`src/rtl/tetromino_bag_rng.sv`:
```
// Galois-LFSR tetromino generator with 7-bag / uniform modes and a preview queue.
// The head of the queue is slot 0; game logic pops it and the display reads all slots.
module tetromino_bag_rng #(
  parameter int                LFSR_W        = 32,
  parameter logic [LFSR_W-1:0] TAPS          = 32'h8020_0003,
  parameter logic [LFSR_W-1:0] RESET_SEED    = 32'h0000_0001,
  parameter int                NUM_PIECES    = 7,
  parameter int                PREVIEW_DEPTH = 4
) (
  input  logic                       clk,
  input  logic                       reset,
  input  logic                       load,
  input  logic [LFSR_W-1:0]          seed,
  input  logic                       bag_mode,
  input  logic                       pop,
  output logic [2:0]                 piece_out,
  output logic                       piece_valid,
  output logic [3*PREVIEW_DEPTH-1:0] preview,
  output logic [3:0]                 count,
  output logic [LFSR_W-1:0]          lfsr_state
);

  localparam logic [7:0] ALL_ONES = 8'((9'd1 << NUM_PIECES) - 9'd1);

  logic [LFSR_W-1:0] r_lfsr;
  logic [LFSR_W-1:0] w_lfsr_step;
  logic [2:0]        r_q [PREVIEW_DEPTH];
  logic [2:0]        w_q_next [PREVIEW_DEPTH];
  logic [3:0]        r_count;
  logic [3:0]        w_count_next;
  logic [3:0]        w_wr_idx;
  logic [7:0]        r_bag_mask;
  logic [7:0]        w_mask_eff;
  logic [7:0]        w_mask_clr;
  logic [7:0]        w_mask_next;
  logic              r_mode_prev;
  logic [2:0]        w_cand;
  logic              w_in_range;
  logic              w_accept;
  logic              w_pop_ok;
  logic              w_room;
  logic              w_push;

  assign w_lfsr_step = r_lfsr[0] ? ((r_lfsr >> 1) ^ TAPS) : (r_lfsr >> 1);
  assign w_cand      = r_lfsr[2:0];
  assign w_in_range  = ({1'b0, w_cand} < 4'(NUM_PIECES));

  // A mode change restarts the bag in the same cycle, so this cycle's candidate
  // is judged against a fresh bag.
  assign w_mask_eff = (bag_mode != r_mode_prev) ? ALL_ONES : r_bag_mask;
  assign w_accept   = w_in_range && (!bag_mode || w_mask_eff[w_cand]);
  assign w_pop_ok   = pop && (r_count != 4'd0);
  assign w_room     = (r_count < 4'(PREVIEW_DEPTH)) || w_pop_ok;
  assign w_push     = w_accept && w_room;
  assign w_wr_idx   = r_count - {3'd0, w_pop_ok};
  assign w_mask_clr = w_mask_eff & ~(8'd1 << w_cand);

  always_comb begin
    w_mask_next = w_mask_eff;
    if (w_push && bag_mode) begin
      w_mask_next = (w_mask_clr == 8'd0) ? ALL_ONES : w_mask_clr;
    end
  end

  assign w_count_next = r_count + {3'd0, w_push} - {3'd0, w_pop_ok};

  always_comb begin
    w_q_next = r_q;
    if (w_pop_ok) begin
      for (int k = 0; k < PREVIEW_DEPTH - 1; k++) begin
        w_q_next[k] = r_q[k+1];
      end
      w_q_next[PREVIEW_DEPTH-1] = 3'd0;
    end
    if (w_push) begin
      for (int k = 0; k < PREVIEW_DEPTH; k++) begin
        if (w_wr_idx == 4'(k)) w_q_next[k] = w_cand;
      end
    end
  end

  always_ff @(posedge clk or posedge reset) begin
    if (reset) begin
      r_lfsr      <= RESET_SEED;
      r_count     <= 4'd0;
      r_bag_mask  <= ALL_ONES;
      r_mode_prev <= 1'b1;
      for (int k = 0; k < PREVIEW_DEPTH; k++) r_q[k] <= 3'd0;
    end else begin
      r_mode_prev <= bag_mode;
      if (load) begin
        r_lfsr     <= (seed == '0) ? LFSR_W'(1) : seed;
        r_count    <= 4'd0;
        r_bag_mask <= ALL_ONES;
        for (int k = 0; k < PREVIEW_DEPTH; k++) r_q[k] <= 3'd0;
      end else begin
        r_lfsr     <= w_lfsr_step;
        r_count    <= w_count_next;
        r_bag_mask <= w_mask_next;
        for (int k = 0; k < PREVIEW_DEPTH; k++) r_q[k] <= w_q_next[k];
      end
    end
  end

  assign piece_out   = r_q[0];
  assign piece_valid = (r_count != 4'd0);
  assign count       = r_count;
  assign lfsr_state  = r_lfsr;

  for (genvar k = 0; k < PREVIEW_DEPTH; k++) begin : g_preview
    assign preview[3*k +: 3] = r_q[k];
  end

endmodule

```
`config.mk`:
```
export PLATFORM = sky130hd
export DESIGN_NAME = tetromino_bag_rng
export DESIGN_NICKNAME = d
export VERILOG_FILES = /design/src/rtl/tetromino_bag_rng.sv
export SDC_FILE = /design/constraint.sdc
export NUM_CORES = 1
export LEC_CHECK = 0
export CAP_MARGIN = 5
export CELL_PAD_IN_SITES_DETAIL_PLACEMENT = 0
export CELL_PAD_IN_SITES_GLOBAL_PLACEMENT = 1
export CORE_MARGIN = 8
export CORE_UTILIZATION = 27
export DETAILED_ROUTE_END_ITERATION = 10
export PLACE_DENSITY_LB_ADDON = 0.1
export SLEW_MARGIN = 15
export SYNTH_ARGS = -nofsm -noshare
export SYNTH_HDL_FRONTEND = slang
export SYNTH_SLANG_ARGS = --single-unit
```
`constraint.sdc`:
```
create_clock -name clk -period 2.9 [get_ports clk]
set_input_delay 0.435 -clock clk [delete_from_list [all_inputs] [get_ports clk]]
set_output_delay 0.435 -clock clk [all_outputs]
set_load 0.03 [all_outputs]
```
# Word level (Yosys, flattened, before mapping)

Cells that the tools add are included.

Register bits: 57
Bits in latches: 0
Bits in writable memories: 0
Bits in read-only memories: 0
Output and inout bits: 52
Memories: 0

Add/sub/neg operators: 3
Multiply operators: 0
Div/mod/pow operators: 0
Magnitude comparators: 3
Equal/unequal tests: 4
Shift-type cells: 1
Mux-type cells: 17
Bitwise logic cells: 3
Reductions and logical operators: 11

Operators by type and width:

| kind                                                | count |
|---|---|
| two-way mux 32 bit                                  | 3 |
| two-way mux 12 bit                                  | 3 |
| logical NOT 32 bit                                  | 1 |
| two-way mux 8 bit                                   | 4 |
| two-way mux 3 bit                                   | 4 |
| bitwise AND 8 bit                                   | 1 |
| equality test 4 x 2 -> 1 bit, second input constant | 2 |
| logical NOT 8 bit                                   | 1 |
| inverter 8 bit                                      | 1 |
| left shift 1 x 3 -> 8 bit, first input constant     | 1 |
| subtractor 4 x 1 -> 4 bit                           | 2 |
| adder 4 x 1 -> 4 bit                                | 1 |
| equality test 4 x 1 -> 1 bit, second input constant | 1 |
| logical AND 1 bit                                   | 4 |
| logical NOT 4 bit                                   | 1 |
| < comparator 3 x 4 -> 1 bit, second input constant  | 1 |
| < comparator 4 x 3 -> 1 bit, second input constant  | 1 |
| two-way mux 4 bit                                   | 1 |
| inverter 3 -> 4 bit                                 | 1 |
| nonzero test 4 bit                                  | 1 |
| binary-select mux 1 bit (select 3 bit)              | 1 |
| < comparator 3 bit, second input constant           | 1 |
| logical OR 1 bit                                    | 2 |
| logical NOT 1 bit                                   | 1 |
| 2 further kinds                                     | 2 |

# Longest topological paths before layout

Depth after elaboration: 10
Depth in mapped cells: 14
Depth with buffers taken out: 13

# Worst setup path after synthesis

No wires, ideal clock.

Path type: reg2reg
Start: reg r_count[2], in the netlist count[2]
End: reg r_q, in the netlist preview[6]
Library setup time: 125 ps
Arrival time: 2923 ps
Data required time: 2775 ps
Slack: -147 ps
Cell stages (with the launch flop): 13
Buffers on the path: 1
Clock period less this slack: 3047 ps
Cells stage by stage: dfrtp_1 -> inv_1 -> ha_1 -> or3b_2 -> nand2_1 -> inv_1 -> clkbuf_1 -> ha_1 -> ha_1 -> xnor2_1 -> o211a_1 -> nand4b_1 -> mux2_2

Cells in the longest elaborated chain, start to end: 7

Ends and longest elaborated chain:

| item                         | RTL line | source |
|---|---|---|
| start, declared              | 29       | `logic [3:0] r_count;` |
| start signal, assigned       | 98       | `r_count <= w_count_next;` |
| nonzero test 4 bit (*)       | -        |  |
| net piece_valid              | 17       | `output logic piece_valid,` |
| logical AND 1 bit (*)        | 52       | `assign w_pop_ok = pop && (r_count != 4'd0);` |
| subtractor 4 x 1 -> 4 bit    | 55       | `assign w_wr_idx = r_count - {3'd0, w_pop_ok};` |
| equality test 4 x 2 -> 1 bit | 77       | `if (w_wr_idx == 4'(k)) w_q_next[k] = w_cand;` |
| two-way mux 3 bit            | 77       |  |
| two-way mux 12 bit (*)       | 75       | `if (w_push) begin` |
| two-way mux 12 bit (*)       | 91       | `if (load) begin` |
| end, declared                | 27       | `logic [2:0] r_q [PREVIEW_DEPTH];` |

The timed path passes the listed nets; every way through them passes the cells marked *.

# Worst setup path in the final report

Start: reg r_count[2], in the netlist count[2]
End: reg r_q, in the netlist preview[7]

Cells in the longest elaborated chain, start to end: 7

Ends and longest elaborated chain:

| item                         | RTL line |
|---|---|
| nonzero test 4 bit           | 52 |
| logical AND 1 bit            | 52 |
| subtractor 4 x 1 -> 4 bit    | 55 |
| equality test 4 x 2 -> 1 bit | 77 |
| two-way mux 3 bit            | 77 |
| two-way mux 12 bit (*)       | 75 |
| two-way mux 12 bit (*)       | 91 |

Every way passes the cells marked *; elsewhere a longest branch is shown, timed or not.

==> flow_summary_export.csv <==
group,metric,value,unit
outcome,status,"finished clean",
global_route,track_usage,0.1253,
clock_tree,root_buffer,"clkbuf_8",
placed_design,place_area,4070,sq um
layout,finalNetCount,429,
pwr,p_leak,1.775,nW
drt,viasPerCell,4.532,
synth,syn_nets,324,
sta,period_share,0.8988,
synth,synthCells,274,
sta,max-slew-margin-rel,0.5675,
synth,synth-edff-count,0,
synth,yosysTopAreaCell,"dfrtp_1",
floorplanning,die_y,120.7,microns
worst_setup_path,r2r_cells,11,
sta,final.setup_skew,0.008567,ns
floorplanning,fp.dieW,120.7,microns
drt,wl_per_cell,16.80,microns
sta,hold_viol,0,
clock_tree,cts_tree,"yes",
layout,layout_commonest_cell,"clkdlybuf4s50_1",
placed_design,place_congestion,0.7389,
clock_tree,clock_latency,0.33,ns
global_route,grt_pass1_wl,14.33,mm
synth,synth_top_flop_cell,"dfrtp_1",
clock_tree,ctsHoldBuffers,0,
clock_tree,htree_levels,3,
floorplanning,rows,38,
clock_tree,cts.sinks,57,
drt,drc_errors,0,
global_route,grt_max_degree,35,
worst_setup_path,critPathCaptureType,"flip-flop",
synth,synthesis.area,2958,sq um
pwr,powerDensity,746.8,nW/um^2
layout,drive_above_1_share,0.2448,
drt,drt-pass1-iter-count,4,
clock_tree,clk_pin_slew,0.07,ns
worst_setup_path,r2r-end,"preview[7]$_DFF_PP0_",
sta,worst_pin_slew,0.6475,ns
clock_tree,cts_made_buffers,9,
synth,yosys.area.top_type_share,0.4061,
flow_run,drv_cap,0,
synth,ys_seq_area_frac,0.4860,
drt,drt-initial-drc-count,65,
global_route,antenna_found_initial,0,
pwr,power.total,3.219,mW
sta,max_freq,0.3837,GHz
worst_setup_path,crit_required,3.11,ns
sta,drv_slew,0,
worst_setup_path,reg2reg_from,"count[2]$_DFF_PP0_",
worst_setup_path,crit_end,"preview[7]$_DFF_PP0_",
synth,synth_area_per_cell,10.80,sq um
layout,area_growth,45.73,%
worst_setup_path,crit_arrival,2.82,ns
floorplanning,die_area,14560,sq um
sta,min_period,2.606,ns
floorplanning,start_util,0.2753,
pwr,worst_ir_drop_vdd,0.4810,mV
floorplanning,ios,89,
global_route,grt_pass1_vias,2650,
worst_setup_path,crit_type,"reg -> reg",
synth,yosysWarnings,0,
worst_setup_path,worstPathMaxFanout,4,
sta,setup_viol,0,
layout,diodes,0,
global_route,gr-total-overflow,0,
placed_design,dp_hpwl,6.513,mm
synth,synth_area_leaders,"dfrtp_1 (41%), mux2_2 (15%), dfstp_2 (8.0%)",
clock_tree,clockBufferDepth,2,
synth,async_flop_share,1.000,
worst_setup_path,r2r_setup_slack,0.29,ns
drt,drt-total-wl,8.803,mm
drt,ant_nets,0,
placed_design,io_buffers,88,
worst_setup_path,startpoint_type,"flip-flop",
sta,tns,0,ns
floorplanning,core_area,10750,sq um
worst_setup_path,cp-startpoint,"count[2]$_DFF_PP0_",
layout,layout_common_cells,"clkdlybuf4s50_1 (87), dfrtp_1 (48), mux2_2 (39), nand2_1 (30)",
drt,vias,2375,
worst_hold_path,hold_path_class,"in -> async",
synth,synth_cell_types,39,
layout,fin_area,4310,sq um
synth,synth-seq-cells,57,
==> critical path, cell delays in order, from the launching register on <==
cell,delay (ns)
dfrtp_1,0.41
inv_2,0.08
ha_1,0.13
or3b_4,0.39
nand2_2,0.09
inv_1,0.06
ha_1,0.19
ha_1,0.19
xnor2_1,0.15
o211a_1,0.21
nand4b_1,0.23
mux2_4,0.35
==> power by group <==
part / switching (mW) / internal [mW]
Combinational: 0.786 / 0.654
Sequential: 0.103 / 0.922
Clock: 0.337 / 0.417
Total: 1.23 / 1.99
==> state kept, by name, summed over array words and instances, names as in the netlist <==
register and count:
preview 9, piece_out 3, r_bag_mask 8, lfsr_state 32, count 4, r_mode_prev 1
==> synthesized netlist by cell type, types with 2 or more instances <==
| master | n |
|---|---|
| nand2_1 | 31 |
| or3b_2 | 2 |
| o2bb2ai_1 | 3 |
| nand3_1 | 3 |
| mux2i_1 | 4 |
| a21boi_0 | 2 |
| nor3_1 | 3 |
| mux2_2 | 40 |
| nand2b_1 | 4 |
| nor4_1 | 10 |
| a31oi_1 | 3 |
| buf_4 | 3 |
| dfstp_2 | 9 |
| ha_1 | 12 |
| dfrtp_1 | 48 |
| clkbuf_1 | 9 |
| nand4_1 | 3 |
| nand4b_1 | 2 |
| o21ai_0 | 4 |
| a21oi_1 | 16 |
| a211oi_1 | 3 |
| inv_1 | 19 |
| nor2_1 | 19 |
| xnor2_1 | 6 |
| nand3b_1 | 2 |
==> metal layers <==
layer	up-vias	global-route usage	routed length, microns
li1	1160	-	-
met3	6	0.06387	796
met5	-	0	0
met1	1147	0.1585	4047
met4	0	0.03044	74
met2	62	0.1851	3885
==> timing repair <==
item | in CTS | in global routing
resized for setup | 0 | 4
buffers inserted | 0 | 5
endpoints found under the setup margin | 0 | 9
==> area by class of cell <==
type                       instances  area, sq um
sequential                        57         1438
multi-input combinational        184         1391
clock inverter                     5        55.05
inverter                          19        71.32
tap                              140        175.2
timing repair buffer             108         1039
fill                            1113         6435
clock buffer                      11        141.4
==> worst min path at each step <==
stage	start	end	slack [ns]	cells after the start
floorplan	bag_mode	r_mode_prev$_DFF_PP1_	0.44	0
global placement	lfsr_state[24]$_DFF_PP0_	lfsr_state[23]$_DFF_PP0_	0.48	1
detailed placement	lfsr_state[12]$_DFF_PP0_	lfsr_state[11]$_DFF_PP0_	0.49	1
CTS	reset	lfsr_state[9]$_DFF_PP0_	0.47	2
global route	reset	lfsr_state[9]$_DFF_PP0_	0.50	2
finish	reset	lfsr_state[9]$_DFF_PP0_	0.46	2
==> through the flow <==
stage / util / hold WS, ns / setup WS [ns] / std cells
3_5_place_dp: 0.3788 / 0.4927 / 0.1333 / 503
5_1_grt: 0.4011 / 0.4950 / -0.003742 / 524
6_report: 0.4011 / 0.4626 / 0.2936 / 524
3_3_place_gp: 0.3788 / 0.4847 / 0.1893 / 503
2_1_floorplan: - / 0.4395 / 0.007137 / 274
4_1_cts: 0.3971 / 0.4709 / 0.1889 / 519
==> logic make-up (layout without fill, tap and decap cells) <==
logic type,after synthesis,in the layout,synth area share
xor+xnor,7,7,0.02073
compound gates,39,39,0.09264
flops,57,57,0.4860
mux,44,44,0.1658
simple gates,81,81,0.1307
buf+inv,33,143,0.04653
fa+ha+maj,13,13,0.05753
Power figures use the tool's default switching activity.
